## src/rtl/morse_decoder_module_pkg.sv

```systemverilog
// Shared constants for the Morse decoder: ASCII codes, timing multipliers
// (in Morse units) and the decoder FSM state encoding.
package morse_decoder_module_pkg;

  localparam int unsigned DUR_W = 12;
  localparam int unsigned PAT_W = 5;
  localparam int unsigned CNT_W = 3;

  localparam int unsigned DOT_MUL      = 2;
  localparam int unsigned DASH_MUL     = 6;
  localparam int unsigned CHAR_GAP_MUL = 2;
  localparam int unsigned WORD_GAP_MUL = 5;

  localparam logic [7:0] ASCII_SPACE   = 8'h20;
  localparam logic [7:0] ASCII_UNKNOWN = 8'h3F;
  localparam logic [7:0] ASCII_S       = 8'h53;
  localparam logic [7:0] ASCII_O       = 8'h4F;

  typedef enum logic [1:0] {
    ST_IDLE,
    ST_MARK,
    ST_SPACE,
    ST_WORD
  } state_t;

endpackage

```

## src/rtl/key_debounce_module.sv

```systemverilog
// Key synchronizer and tick-based debouncer; the level only follows the
// synchronized key after DEB_MS consecutive ticks of disagreement.
module key_debounce_module #(
  parameter int unsigned DEB_MS = 10
) (
  input  logic CLK,
  input  logic RST,
  input  logic tick,
  input  logic key_raw,
  output logic key_level
);
  localparam int unsigned DW = (DEB_MS > 1) ? $clog2(DEB_MS) : 1;

  logic          sync0;
  logic          sync1;
  logic [DW-1:0] cnt;

  always_ff @(posedge CLK or posedge RST) begin
    if (RST) begin
      sync0     <= 1'b1;
      sync1     <= 1'b1;
      cnt       <= '0;
      key_level <= 1'b1;
    end else begin
      sync0 <= key_raw;
      sync1 <= sync0;
      // any return to the current level restarts the stability window
      if (sync1 == key_level) begin
        cnt <= '0;
      end else if (tick) begin
        if (cnt == DW'(DEB_MS - 1)) begin
          cnt       <= '0;
          key_level <= sync1;
        end else begin
          cnt <= cnt + DW'(1);
        end
      end
    end
  end

endmodule

```

## src/rtl/morse_decoder_module.sv

```systemverilog
// Morse key decoder: times debounced marks/spaces in ms ticks, builds a
// dot/dash pattern, emits ASCII strobes, word spaces and S,O,S detection.
module morse_decoder_module
  import morse_decoder_module_pkg::*;
#(
  parameter int unsigned TICK_DIV = 50000,
  parameter int unsigned DEB_MS   = 10,
  parameter int unsigned UNIT_MS  = 100
) (
  input  logic       CLK,
  input  logic       RST,
  input  logic       Key_In,
  output logic       Char_Valid,
  output logic [7:0] Char_Data,
  output logic       Err_Sig,
  output logic       SOS_Det_Sig
);
  localparam int unsigned DIV_W = (TICK_DIV > 1) ? $clog2(TICK_DIV) : 1;
  localparam logic [DUR_W-1:0] DOT_MAX   = DUR_W'(DOT_MUL * UNIT_MS);
  localparam logic [DUR_W-1:0] DASH_MAX  = DUR_W'(DASH_MUL * UNIT_MS);
  localparam logic [DUR_W-1:0] CHAR_LAST = DUR_W'(CHAR_GAP_MUL * UNIT_MS - 1);
  localparam logic [DUR_W-1:0] WORD_LAST = DUR_W'(WORD_GAP_MUL * UNIT_MS - 1);
  localparam logic [DUR_W-1:0] DUR_MAX   = '1;

  logic [DIV_W-1:0] div_cnt;
  logic             tick;
  logic             key_level;
  logic             key_prev;
  logic             press_edge;
  logic             release_edge;
  logic [DUR_W-1:0] dur;
  logic             char_gap;
  logic             word_gap;

  state_t           state;
  state_t           state_nxt;
  logic [PAT_W-1:0] pat;
  logic [PAT_W-1:0] pat_nxt;
  logic [CNT_W-1:0] cnt;
  logic [CNT_W-1:0] cnt_nxt;
  logic             err_flag;
  logic             err_nxt;
  logic             emit;
  logic [7:0]       emit_char;
  logic [7:0]       hist0;
  logic [7:0]       hist1;
  logic             sos_hit;

  // Pattern bit i is element i (0 = dot, 1 = dash); count selects the length.
  function automatic logic [7:0] decode(input logic [CNT_W-1:0] n,
                                        input logic [PAT_W-1:0] p);
    decode = ASCII_UNKNOWN;
    case ({n, p})
      {3'd2, 5'd2}:  decode = 8'h41; {3'd4, 5'd1}:  decode = 8'h42;
      {3'd4, 5'd5}:  decode = 8'h43; {3'd3, 5'd1}:  decode = 8'h44;
      {3'd1, 5'd0}:  decode = 8'h45; {3'd4, 5'd4}:  decode = 8'h46;
      {3'd3, 5'd3}:  decode = 8'h47; {3'd4, 5'd0}:  decode = 8'h48;
      {3'd2, 5'd0}:  decode = 8'h49; {3'd4, 5'd14}: decode = 8'h4A;
      {3'd3, 5'd5}:  decode = 8'h4B; {3'd4, 5'd2}:  decode = 8'h4C;
      {3'd2, 5'd3}:  decode = 8'h4D; {3'd2, 5'd1}:  decode = 8'h4E;
      {3'd3, 5'd7}:  decode = 8'h4F; {3'd4, 5'd6}:  decode = 8'h50;
      {3'd4, 5'd11}: decode = 8'h51; {3'd3, 5'd2}:  decode = 8'h52;
      {3'd3, 5'd0}:  decode = 8'h53; {3'd1, 5'd1}:  decode = 8'h54;
      {3'd3, 5'd4}:  decode = 8'h55; {3'd4, 5'd8}:  decode = 8'h56;
      {3'd3, 5'd6}:  decode = 8'h57; {3'd4, 5'd9}:  decode = 8'h58;
      {3'd4, 5'd13}: decode = 8'h59; {3'd4, 5'd3}:  decode = 8'h5A;
      {3'd5, 5'd31}: decode = 8'h30; {3'd5, 5'd30}: decode = 8'h31;
      {3'd5, 5'd28}: decode = 8'h32; {3'd5, 5'd24}: decode = 8'h33;
      {3'd5, 5'd16}: decode = 8'h34; {3'd5, 5'd0}:  decode = 8'h35;
      {3'd5, 5'd1}:  decode = 8'h36; {3'd5, 5'd3}:  decode = 8'h37;
      {3'd5, 5'd7}:  decode = 8'h38; {3'd5, 5'd15}: decode = 8'h39;
      default:       decode = ASCII_UNKNOWN;
    endcase
  endfunction

  always_ff @(posedge CLK or posedge RST) begin
    if (RST) begin
      div_cnt <= '0;
      tick    <= 1'b0;
    end else if (div_cnt == DIV_W'(TICK_DIV - 1)) begin
      div_cnt <= '0;
      tick    <= 1'b1;
    end else begin
      div_cnt <= div_cnt + DIV_W'(1);
      tick    <= 1'b0;
    end
  end

  key_debounce_module #(.DEB_MS(DEB_MS)) u_debounce (
    .CLK       (CLK),
    .RST       (RST),
    .tick      (tick),
    .key_raw   (Key_In),
    .key_level (key_level)
  );

  assign press_edge   = key_prev & ~key_level;
  assign release_edge = ~key_prev & key_level;
  assign char_gap     = tick && (dur == CHAR_LAST);
  assign word_gap     = tick && (dur == WORD_LAST);

  always_ff @(posedge CLK or posedge RST) begin
    if (RST) begin
      key_prev <= 1'b1;
      dur      <= '0;
    end else begin
      key_prev <= key_level;
      if (press_edge || release_edge) begin
        dur <= '0;
      end else if (tick && dur != DUR_MAX) begin
        dur <= dur + DUR_W'(1);
      end
    end
  end

  always_ff @(posedge CLK or posedge RST) begin
    if (RST) state <= ST_IDLE;
    else     state <= state_nxt;
  end

  always_comb begin
    state_nxt = state;
    pat_nxt   = pat;
    cnt_nxt   = cnt;
    err_nxt   = err_flag;
    emit      = 1'b0;
    emit_char = ASCII_UNKNOWN;
    case (state)
      ST_IDLE: if (press_edge) state_nxt = ST_MARK;
      ST_MARK: begin
        if (release_edge) begin
          state_nxt = ST_SPACE;
          if (dur > DASH_MAX || cnt == CNT_W'(PAT_W)) begin
            err_nxt = 1'b1;
          end else begin
            pat_nxt[cnt] = (dur > DOT_MAX);
            cnt_nxt      = cnt + CNT_W'(1);
          end
        end
      end
      ST_SPACE: begin
        // a press coinciding with the gap still gets the character out first
        if (char_gap) begin
          emit      = 1'b1;
          emit_char = err_flag ? ASCII_UNKNOWN : decode(cnt, pat);
          pat_nxt   = '0;
          cnt_nxt   = '0;
          err_nxt   = 1'b0;
          state_nxt = press_edge ? ST_MARK : ST_WORD;
        end else if (press_edge) begin
          state_nxt = ST_MARK;
        end
      end
      ST_WORD: begin
        if (press_edge) begin
          state_nxt = ST_MARK;
        end else if (word_gap) begin
          emit      = 1'b1;
          emit_char = ASCII_SPACE;
          state_nxt = ST_IDLE;
        end
      end
      default: state_nxt = ST_IDLE;
    endcase
  end

  // Incoming char plus the two stored ones form the 3-character window.
  assign sos_hit = (emit_char == ASCII_S) && (hist0 == ASCII_O) && (hist1 == ASCII_S);

  always_ff @(posedge CLK or posedge RST) begin
    if (RST) begin
      pat         <= '0;
      cnt         <= '0;
      err_flag    <= 1'b0;
      hist0       <= 8'h00;
      hist1       <= 8'h00;
      Char_Valid  <= 1'b0;
      Char_Data   <= 8'h00;
      Err_Sig     <= 1'b0;
      SOS_Det_Sig <= 1'b0;
    end else begin
      pat         <= pat_nxt;
      cnt         <= cnt_nxt;
      err_flag    <= err_nxt;
      Char_Valid  <= emit;
      Err_Sig     <= emit && (emit_char == ASCII_UNKNOWN);
      SOS_Det_Sig <= emit && sos_hit;
      if (emit) begin
        Char_Data <= emit_char;
        if (emit_char == ASCII_SPACE || emit_char == ASCII_UNKNOWN) begin
          hist0 <= 8'h00;
          hist1 <= 8'h00;
        end else begin
          hist0 <= emit_char;
          hist1 <= hist0;
        end
      end
    end
  end

endmodule

```

## config.mk

```make
export PLATFORM = sky130hd
export DESIGN_NAME = morse_decoder_module
export DESIGN_NICKNAME = d
export VERILOG_FILES = /design/src/rtl/morse_decoder_module_pkg.sv /design/src/rtl/key_debounce_module.sv /design/src/rtl/morse_decoder_module.sv
export SDC_FILE = /design/constraint.sdc
export NUM_CORES = 1
export LEC_CHECK = 0
export CORE_MARGIN = 2
export CORE_UTILIZATION = 30
export CTS_CLUSTER_SIZE = 24
export DETAILED_ROUTE_END_ITERATION = 8
export PLACE_DENSITY = 0.46
export SYNTH_ARGS = -nofsm -noshare
export SYNTH_HDL_FRONTEND = slang
export SYNTH_HIERARCHICAL = 1
export SYNTH_SLANG_ARGS = --single-unit
```

## constraint.sdc

```tcl
create_clock -name CLK -period 3.1 [get_ports CLK]
set_clock_uncertainty 0.15 [all_clocks]
set_input_delay 0.31 -clock CLK [delete_from_list [all_inputs] [get_ports CLK]]
set_output_delay 0.31 -clock CLK [all_outputs]
set_load 0.005 [all_outputs]
```

==> results of run 1 <==
## layer usage
metal  part of all wire (%)  GRT usage [%]  wire, um
met5                      0              0         0
met4                    1.9           5.27       192
met3                    3.2           4.08       327
met2                     46           22.5      4700
met1                     49           20.3      4950
## registers in the layout, summed over array words and instances (netlist names), 2 cells and up
name	count
div_cnt	16
dur	12
Char_Data	7
hist0	7
hist1	7
pat	5
u_debounce/cnt	4
cnt	3
state	2
## synthesized netlist by cell type, drive strengths merged (5+ instances only)
library cell and number:
nor3b 8, xor2 12, a21o 5, xnor2 11, nor2b 13, nand3 14, inv 17, a22o 10
nor4b 7, nand4 8, buf 19, o21ai 24, or3 7, nor2 27, clkbuf 8, a21oi 13
dfrtp 68, or2 6, nor3 20, ha 7, and2 10, nand2 37, nand2b 13
## through the flow
stage                     std cells  util [%]  instance area (um^2)
after floorplan                 457         -                  4320
after global placement          637      33.2                  4650
after detailed placement        637      33.2                  4650
after CTS                       653      35.6                  4980
after global routing            653      35.6                  4980
final                           653      35.6                  4980
## critical path, stage by stage (launching register included)
cell       delay, ns
dfrtp_1         0.65
buf_4           0.29
nand3b_1        0.19
a2111oi_2       0.59
o41ai_2         0.22
nor4_2          0.41
nor2_1          0.10
## worst paths after layout
| path | start | end | slack (ns) |
|---|---|---|---|
| min in group CLK | u_debounce/sync0 | u_debounce/sync1 | 0.20 |
| min reg2reg | u_debounce/sync0 | u_debounce/sync1 | 0.20 |
| min | RST | u_debounce/cnt[0] | 0.1 |
| max in group asynchronous | RST | key_prev | 2.24 |
| max | cnt[0] | Char_Data[2] | 0.36 |
| max reg2reg | cnt[0] | Char_Data[2] | 0.36 |
## layout make-up
type	instances	area share, %
clock buffer	12	5.15
clock inverter	4	1.53
inverter	17	1.28
multi-input combinational	341	46.3
sequential	72	36.3
tap	180	4.52
timing repair buffer	27	4.92
## cells by family after synthesis
group                    after synthesis  share of synthesized area [%]
AND/OR/NAND/NOR                      200                           27.1
AO/OA/AOI/OAI                        106                           18.5
flip-flops                            72                           41.8
buffers and inverters                 44                           4.78
XOR/XNOR                              23                           4.66
adder cells (fa/ha/maj)                7                           2.03
multiplexers                           4                          0.956
other                                  1                         0.0868
## power by group
part	switching [mW]	internal, mW
logic	0.0201	0.00552
registers	0.000644	0.943
clock network	0.397	0.750
==> impl_metrics.json, run 1 <==
{
  "synth_top_area_cell": "dfrtp_1",
  "max-cap-violations": 0,
  "cellPowerDensity_nw_per_um2": 425,
  "worstPathArrival_ns": 2.79,
  "h-tree-depth": 3,
  "grt_first_pass_wirelength_mm": 17.6,
  "status": "completed",
  "rsz0062_at_grt": "no",
  "grt_max_degree": 66,
  "ys_top_cells_by_area": "dfrtp_1 (39%), nand2_1 (3.1%), o21ai_0 (2.7%)",
  "fmax_ghz": 0.366,
  "wl_mm": 10.2,
  "cts_tree": "done",
  "io_buffers": 12,
  "synthArstFlopShare_pct": 100,
  "antenna_found_initial": 0,
  "ant_nets": 0,
  "end_kind": "flip-flop",
  "rows": 43,
  "relSlewSlack_pct": 47.1,
  "syn_nets": 467,
  "fin_nets": 478,
  "vias": 3415,
  "grt_pass1_vias": 3400,
  "finalSetupViolCount": 0,
  "antenna_cells": 0,
  "syn_inst": 457,
  "cts_setup_buffers": 0,
  "synth-edff-count": 0,
  "clkSlewWorstSetupHoldPaths_ns": 0.06,
  "hold_buffers": 0,
  "final_cell_mix": "dfrtp_1 (68), nand2_1 (36), nor2_1 (27), o21ai_0 (23), nor3_1 (19)",
  "initial_utilization_pct": 30.9,
  "clockRootBuffer": "clkbuf_16",
  "pre_cts_slack_ns": 0.386,
  "post_synth_num_cell_types": 80,
  "syn-cell-area_um2": 4320,
  "ys_ff_latch": 72,
  "synthFlopType": "dfrtp_1",
  "fin_tns_setup_ns": 0,
  "ys.warnings.count": 6,
  "cts.path.max_buffers": 2,
  "crit_required_ns": 3.16,
  "num_io_pins": 14,
  "cts_resized": 0,
  "multi_input_area_um2": 2310,
  "drv_slew": 0,
  "holdWs_ns": 0.0999,
  "remaining_drc_errors": 0,
  "ys_seq_area_share_pct": 41.8,
  "r2r_cells": 6,
  "start_kind": "flip-flop",
  "ir_drop_v": 0.000429,
  "grtUsageTotal_pct": 14.9,
  "clk-insertion-delay-late_ns": 0.34,
  "path_max_fanout": 17,
  "synth.top_cell.area_share_pct": 39.4,
  "leakage_nw": 2.10,
  "period_share_pct": 88.3,
  "min_period_ns": 2.74,
  "fill_cells": 1422,
  "die_h_um": 124,
  "drive_gt1_share_pct": 12.5,
  "numCtsBuffers": 9,
  "drt_iter0_drc": 256,
  "gp_congestion": 0.824,
  "fin_total_pwr_mw": 2.12,
  "first_pass_iters": 5,
  "critPathKind": "flip-flop to flip-flop",
  "numClockSinks": 72,
  "hold_viol": 0,
  "grt_overflow": 0,
  "wire_per_inst_um": 15.6,
  "dpl.hpwl_mm": 7.14,
  "ff_latch_area_um2": 1810,
  "areaGrowthSynthToFinish_pct": 15.3,
  "fin_ws_ns": 0.364,
  "drt-vias-per-instance": 5.23,
  "die-area_um2": 15400,
  "die_x_um": 124,
  "syn_area_per_cell_um2": 9.45,
  "layout_commonest_cell": "dfrtp_1",
  "hp-class": "primary input to async pin",
  "fp.coreArea_um2": 14000,
  "tightest_slew_ns": 0.793
}
Power figures use the tool's default switching activity.
==> run 2: changes to the inputs <==
--- a/config.mk
+++ b/config.mk
@@ -5,7 +5,7 @@
 export SDC_FILE = /design/constraint.sdc
 export NUM_CORES = 1
 export LEC_CHECK = 0
-export CORE_MARGIN = 2
+export CORE_MARGIN = 10
 export CORE_UTILIZATION = 30
 export CTS_CLUSTER_SIZE = 24
 export DETAILED_ROUTE_END_ITERATION = 8
==> run 2 against run 1 <==
  * Maximum frequency shrank 0.53%
  * Routed wire length down 0.38%
  * Final area decreased by 1.5%
  * Total power shrank 7.6%
  * Register-to-register slack about the same
  * Sequential share of layout area is 0.56 points higher
  * First-iteration DRC count fell by 3.1%
  * Hold slack got worse by 0.0021 ns
  * Clock-buffer cell count shrank 2
  * Utilization fell by 0.55 points
  * Global-route usage is 4.3 points lower
  * Non-clock buffer count down 1
  * Critical path type unchanged
  * Largest cell class unchanged
==> impl_metrics.json, run 2 (synthesis results as in run 1) <==
{
  "dpl.cell_count": 636,
  "stdcell_area_um2": 4900,
  "rsz0062_at_grt": "no",
  "cellPowerDensity_nw_per_um2": 399,
  "clkSlewWorstSetupHoldPaths_ns": 0.05,
  "rows": 43,
  "crit_required_ns": 3.22,
  "dr.max_layer_used": "met4",
  "die-area_um2": 19600,
  "numCtsBuffers": 9,
  "io_buffers": 12,
  "drt-vias-per-instance": 5.26,
  "period_share_pct": 88.7,
  "p_int_mw": 1.56,
  "wire_per_inst_um": 15.6,
  "layout_commonest_cell": "dfrtp_1",
  "fin_nets": 477,
  "p_sw_mw": 0.399,
  "relSlewSlack_pct": 44.8,
  "p_seq_share_pct": 48.2,
  "ir_drop_v": 0.000344,
  "antenna_found_initial": 0,
  "wl_mm": 10.1,
  "clk-insertion-delay-late_ns": 0.34,
  "fin_tns_setup_ns": 0,
  "initial_utilization_pct": 30.9,
  "fp.coreArea_um2": 14000,
  "biggestRegsByFlops": "div_cnt x16, dur x12",
  "max-cap-violations": 0,
  "critPathKind": "flip-flop to flip-flop",
  "min_period_ns": 2.75,
  "regMostFlops": "div_cnt",
  "leakage_nw": 2.07,
  "placed_cell_area_um2": 4630,
  "tightest_slew_ns": 0.828,
  "hold_viol": 0,
  "areaGrowthSynthToFinish_pct": 13.5,
  "numClockSinks": 72,
  "layout.cells.non_filler": 650,
  "cts_setup_buffers": 0,
  "holdWs_ns": 0.0978,
  "drive_gt1_share_pct": 11.9,
  "swShare_pct": 20.4,
  "ant_nets": 0,
  "num_io_pins": 14,
  "hp-class": "primary input to async pin",
  "pwr-share-clk_pct": 50.6,
  "met2WireLength_mm": 4.80,
  "antenna_cells": 0,
  "grt_overflow": 0,
  "grt_max_degree": 66,
  "grtUsageTotal_pct": 10.6,
  "drt_iter0_drc": 248,
  "status": "completed",
  "start_kind": "flip-flop",
  "wl_met1_mm": 4.83,
  "largest_reg_flops": 16,
  "cts_resized": 0,
  "clockRootBuffer": "clkbuf_16",
  "fill_cells": 1452,
  "fmax_ghz": 0.364,
  "first_pass_iters": 4,
  "die_h_um": 140,
  "final_util_pct": 35.1,
  "grt_pass1_vias": 3300,
  "finalSetupViolCount": 0,
  "cts.path.max_buffers": 2,
  "r2r_cells": 6,
  "wl_met3_um": 362,
  "dpl.hpwl_mm": 7.14,
  "final_cell_mix": "dfrtp_1 (68), nand2_1 (36), nor2_1 (27), o21ai_0 (23), nor3_1 (19)",
  "die_x_um": 140,
  "gp_congestion": 0.887,
  "hold_buffers": 0,
  "drv_slew": 0,
  "vias": 3417,
  "grt_first_pass_wirelength_mm": 17.2,
  "end_kind": "flip-flop",
  "h-tree-depth": 3,
  "cts_tree": "done",
  "worstPathArrival_ns": 2.87,
  "path_max_fanout": 23,
  "combPwrFrac_pct": 1.2,
  "remaining_drc_errors": 0
}
[run 2: cell types whose count changed in the layout (fill, tap and decap cells not counted), sizes merged]
cell    change
buf         -1
bufinv      -1
clkbuf      -2
clkinv      +1
[run 2: layout make-up]
cell class,count,area [um^2],share of cell area (%)
clock buffer,10,229,4.67
sequential,72,1810,36.8
clock inverter,4,47.5,0.970
multi-input combinational,341,2310,47.0
tap,180,225,4.59
timing repair buffer,26,225,4.59
inverter,17,63.8,1.30
[run 2: stage by stage]
step | total power [mW] | setup slack (ns)
floorplan | 0.976 | 0.818
global placement | 0.985 | 0.440
detailed placement | 0.986 | 0.395
CTS | 2.00 | 0.374
global route | 2.04 | 0.123
finish | 1.96 | 0.349
[run 2: path summary, 6_finish.rpt]
check	from	slack (ns)	to
setup / recovery	cnt[2]	0.35	hist1[0]
hold reg to reg	u_debounce/sync0	0.21	u_debounce/sync1
hold / removal	RST	0.1	u_debounce/cnt[0]
max in group asynchronous	RST	1.85	SOS_Det_Sig
min in group CLK	u_debounce/sync0	0.21	u_debounce/sync1
setup reg to reg	cnt[2]	0.35	hist1[0]
[run 2: worst max-delay path, stage by stage, from the launching register on]
cell and delay (ns):
dfrtp_1 0.72, or4b_1 0.56, o32ai_1 0.23, a32o_1 0.27
or2_1 0.19, o21a_1 0.37, a22o_1 0.20
[run 2: metal layers]
metal  global-route usage [%]  up-vias
li1                         -     1687
met3                     2.77        9
met5                        0        -
met1                     13.4     1658
met2                     16.8       63
met4                     3.91        0
[run 2: power by group through the flow]
stage          clock, mW  sequential (mW)  combinational [mW]
3_5_place_dp           0            0.960              0.0258
2_1_floorplan          0            0.960              0.0160
5_1_grt             1.07            0.943              0.0284
6_report           0.989            0.944              0.0232
3_3_place_gp           0            0.960              0.0252
4_1_cts             1.03            0.943              0.0259
==> RTL edit (flow settings as in run 1) <==
Change the parameter `TICK_DIV` from 50000 to 12500.
--- a/src/rtl/morse_decoder_module.sv
+++ b/src/rtl/morse_decoder_module.sv
@@ -5,3 +5,3 @@
 #(
-  parameter int unsigned TICK_DIV = 50000,
+  parameter int unsigned TICK_DIV = 12500,
   parameter int unsigned DEB_MS   = 10,
Function: no difference found for any inputs over 10 cycles, from zero or initial values and one cycle with RST high; that may be too few to reach the edited logic, so the function may still have changed.
==> RTL edit against run 1 <==
- total power is 5.6% lower
- sequential cell count decreased by 2
- sequential share of layout area increased by 0.79 points
- highest routed layer unchanged
- via count decreased by 7.0%
- hold slack better by 0.0037 ns
- final area is 4.8% lower
- synthesized area decreased by 4.4%
- first-iteration DRC count fell by 36%
- synthesized cell count shrank 5.9%
- routed wire length decreased by 11%
- worst setup slack lost 0.035 ns
- critical path depth grew 1
- global-route usage fell by 1.5 points
- largest cell class unchanged
==> RTL edit: results (changes against run 1) <==
set qor(p_clk_share_pct) 52.9 ;# was 54.2%
set qor(first_global_vias) 3102 ;# was 3400
set qor(synth_compound_area_share_pct) 15.70 ;# was 18.54%
set qor(gpl.final_weighted_congestion) 0.8416 ;# was 0.8236
set qor(synth_seq_area_share_pct) 42.56 ;# was 41.83%
set qor(result_of_the_run) {complete, no violations} ;# unchanged
set qor(synth.net_count) 440 ;# was 467
set qor(power.sequential.fraction_pct) 45.9 ;# was 44.6%
set qor(crit_path_top_delay_cell) {or4b_1} ;# was dfrtp_1
set qor(synth_adder_area_share_pct) 2.122 ;# was 2.028%
set qor(grtUsageTotal_pct) 13.38 ;# was 14.86%
set qor(dp_hpwl_um) 6408 ;# was 7141 um
set qor(grt_max_degree) 36 ;# was 66
set qor(power.ir.vdd_worst_mv) 0.2078 ;# was 0.4289 mV
set qor(grt_pass1_wl_um) 15790 ;# was 17560 um
set qor(layoutNonFillerInstCount) 624 ;# was 653
set qor(hold-worst-slack_ns) 0.1036 ;# was 0.09993 ns
set qor(layout.filler_cells) 1382 ;# was 1422
set qor(fraction_of_synthesized_area_in_multiplexers_pct) 1.485 ;# was 0.9560%
set qor(ff2ff_setup_slack_ns) 0.33 ;# was 0.36 ns
set qor(reg2reg_to) {hist0[1]$_DFFE_PP0P_} ;# was Char_Data[2]$_DFFE_PP0P_
set qor(synth_top_cells_by_count) {dfrtp_1, nand2_1, nor2_1} ;# unchanged
set qor(finish.net_count) 453 ;# was 478
set qor(detail_route.iter0.violations) 165 ;# was 256
set qor(drt_pre_antenna_iters) 4 ;# was 5
set qor(vias) 3177 ;# was 3415
set qor(syn_area_per_cell_um2) 9.599 ;# was 9.451 um^2
set qor(slew_headroom_pct) 18.37 ;# was 47.13%
set qor(synth_xor_area_share_pct) 5.941 ;# was 4.664%
set qor(switching_power_w) 0.0004256 ;# was 0.0004176 W
set qor(synthTopCellsByArea) {dfrtp_1, nand2_1, xnor2_1} ;# was dfrtp_1, nand2_1, o21ai_0
## RTL edit: changes by cell type in the layout (fill, tap and decap cells not counted), moves of 5 or more
cell      before  now
o21ai_0       23   17
nand2b_1      13    8
o21ai_1        1    6
nand2_1       36   44
nor4b_1        7    2
or2_2          5    0
xnor2_1       11   16
nor3_1        19   14
## RTL edit: final cells by class
class | count | area, um^2 | share of cell area, %
well taps | 176 | 220.2 | 4.647
clock inverters | 6 | 68.82 | 1.452
clock buffers | 10 | 239.0 | 5.044
flip-flops and latches | 70 | 1757 | 37.07
multi-input cells | 324 | 2162 | 45.63
inverters | 13 | 48.80 | 1.030
repair buffers | 25 | 242.7 | 5.123
## RTL edit: routing by layer
metal,up-vias,global-route usage (%),wire [um]
met4,0,4.885,197
met3,16,2.867,317
met1,1535,18.69,4474
li1,1573,-,-
met5,-,0,0
met2,53,20.33,4054
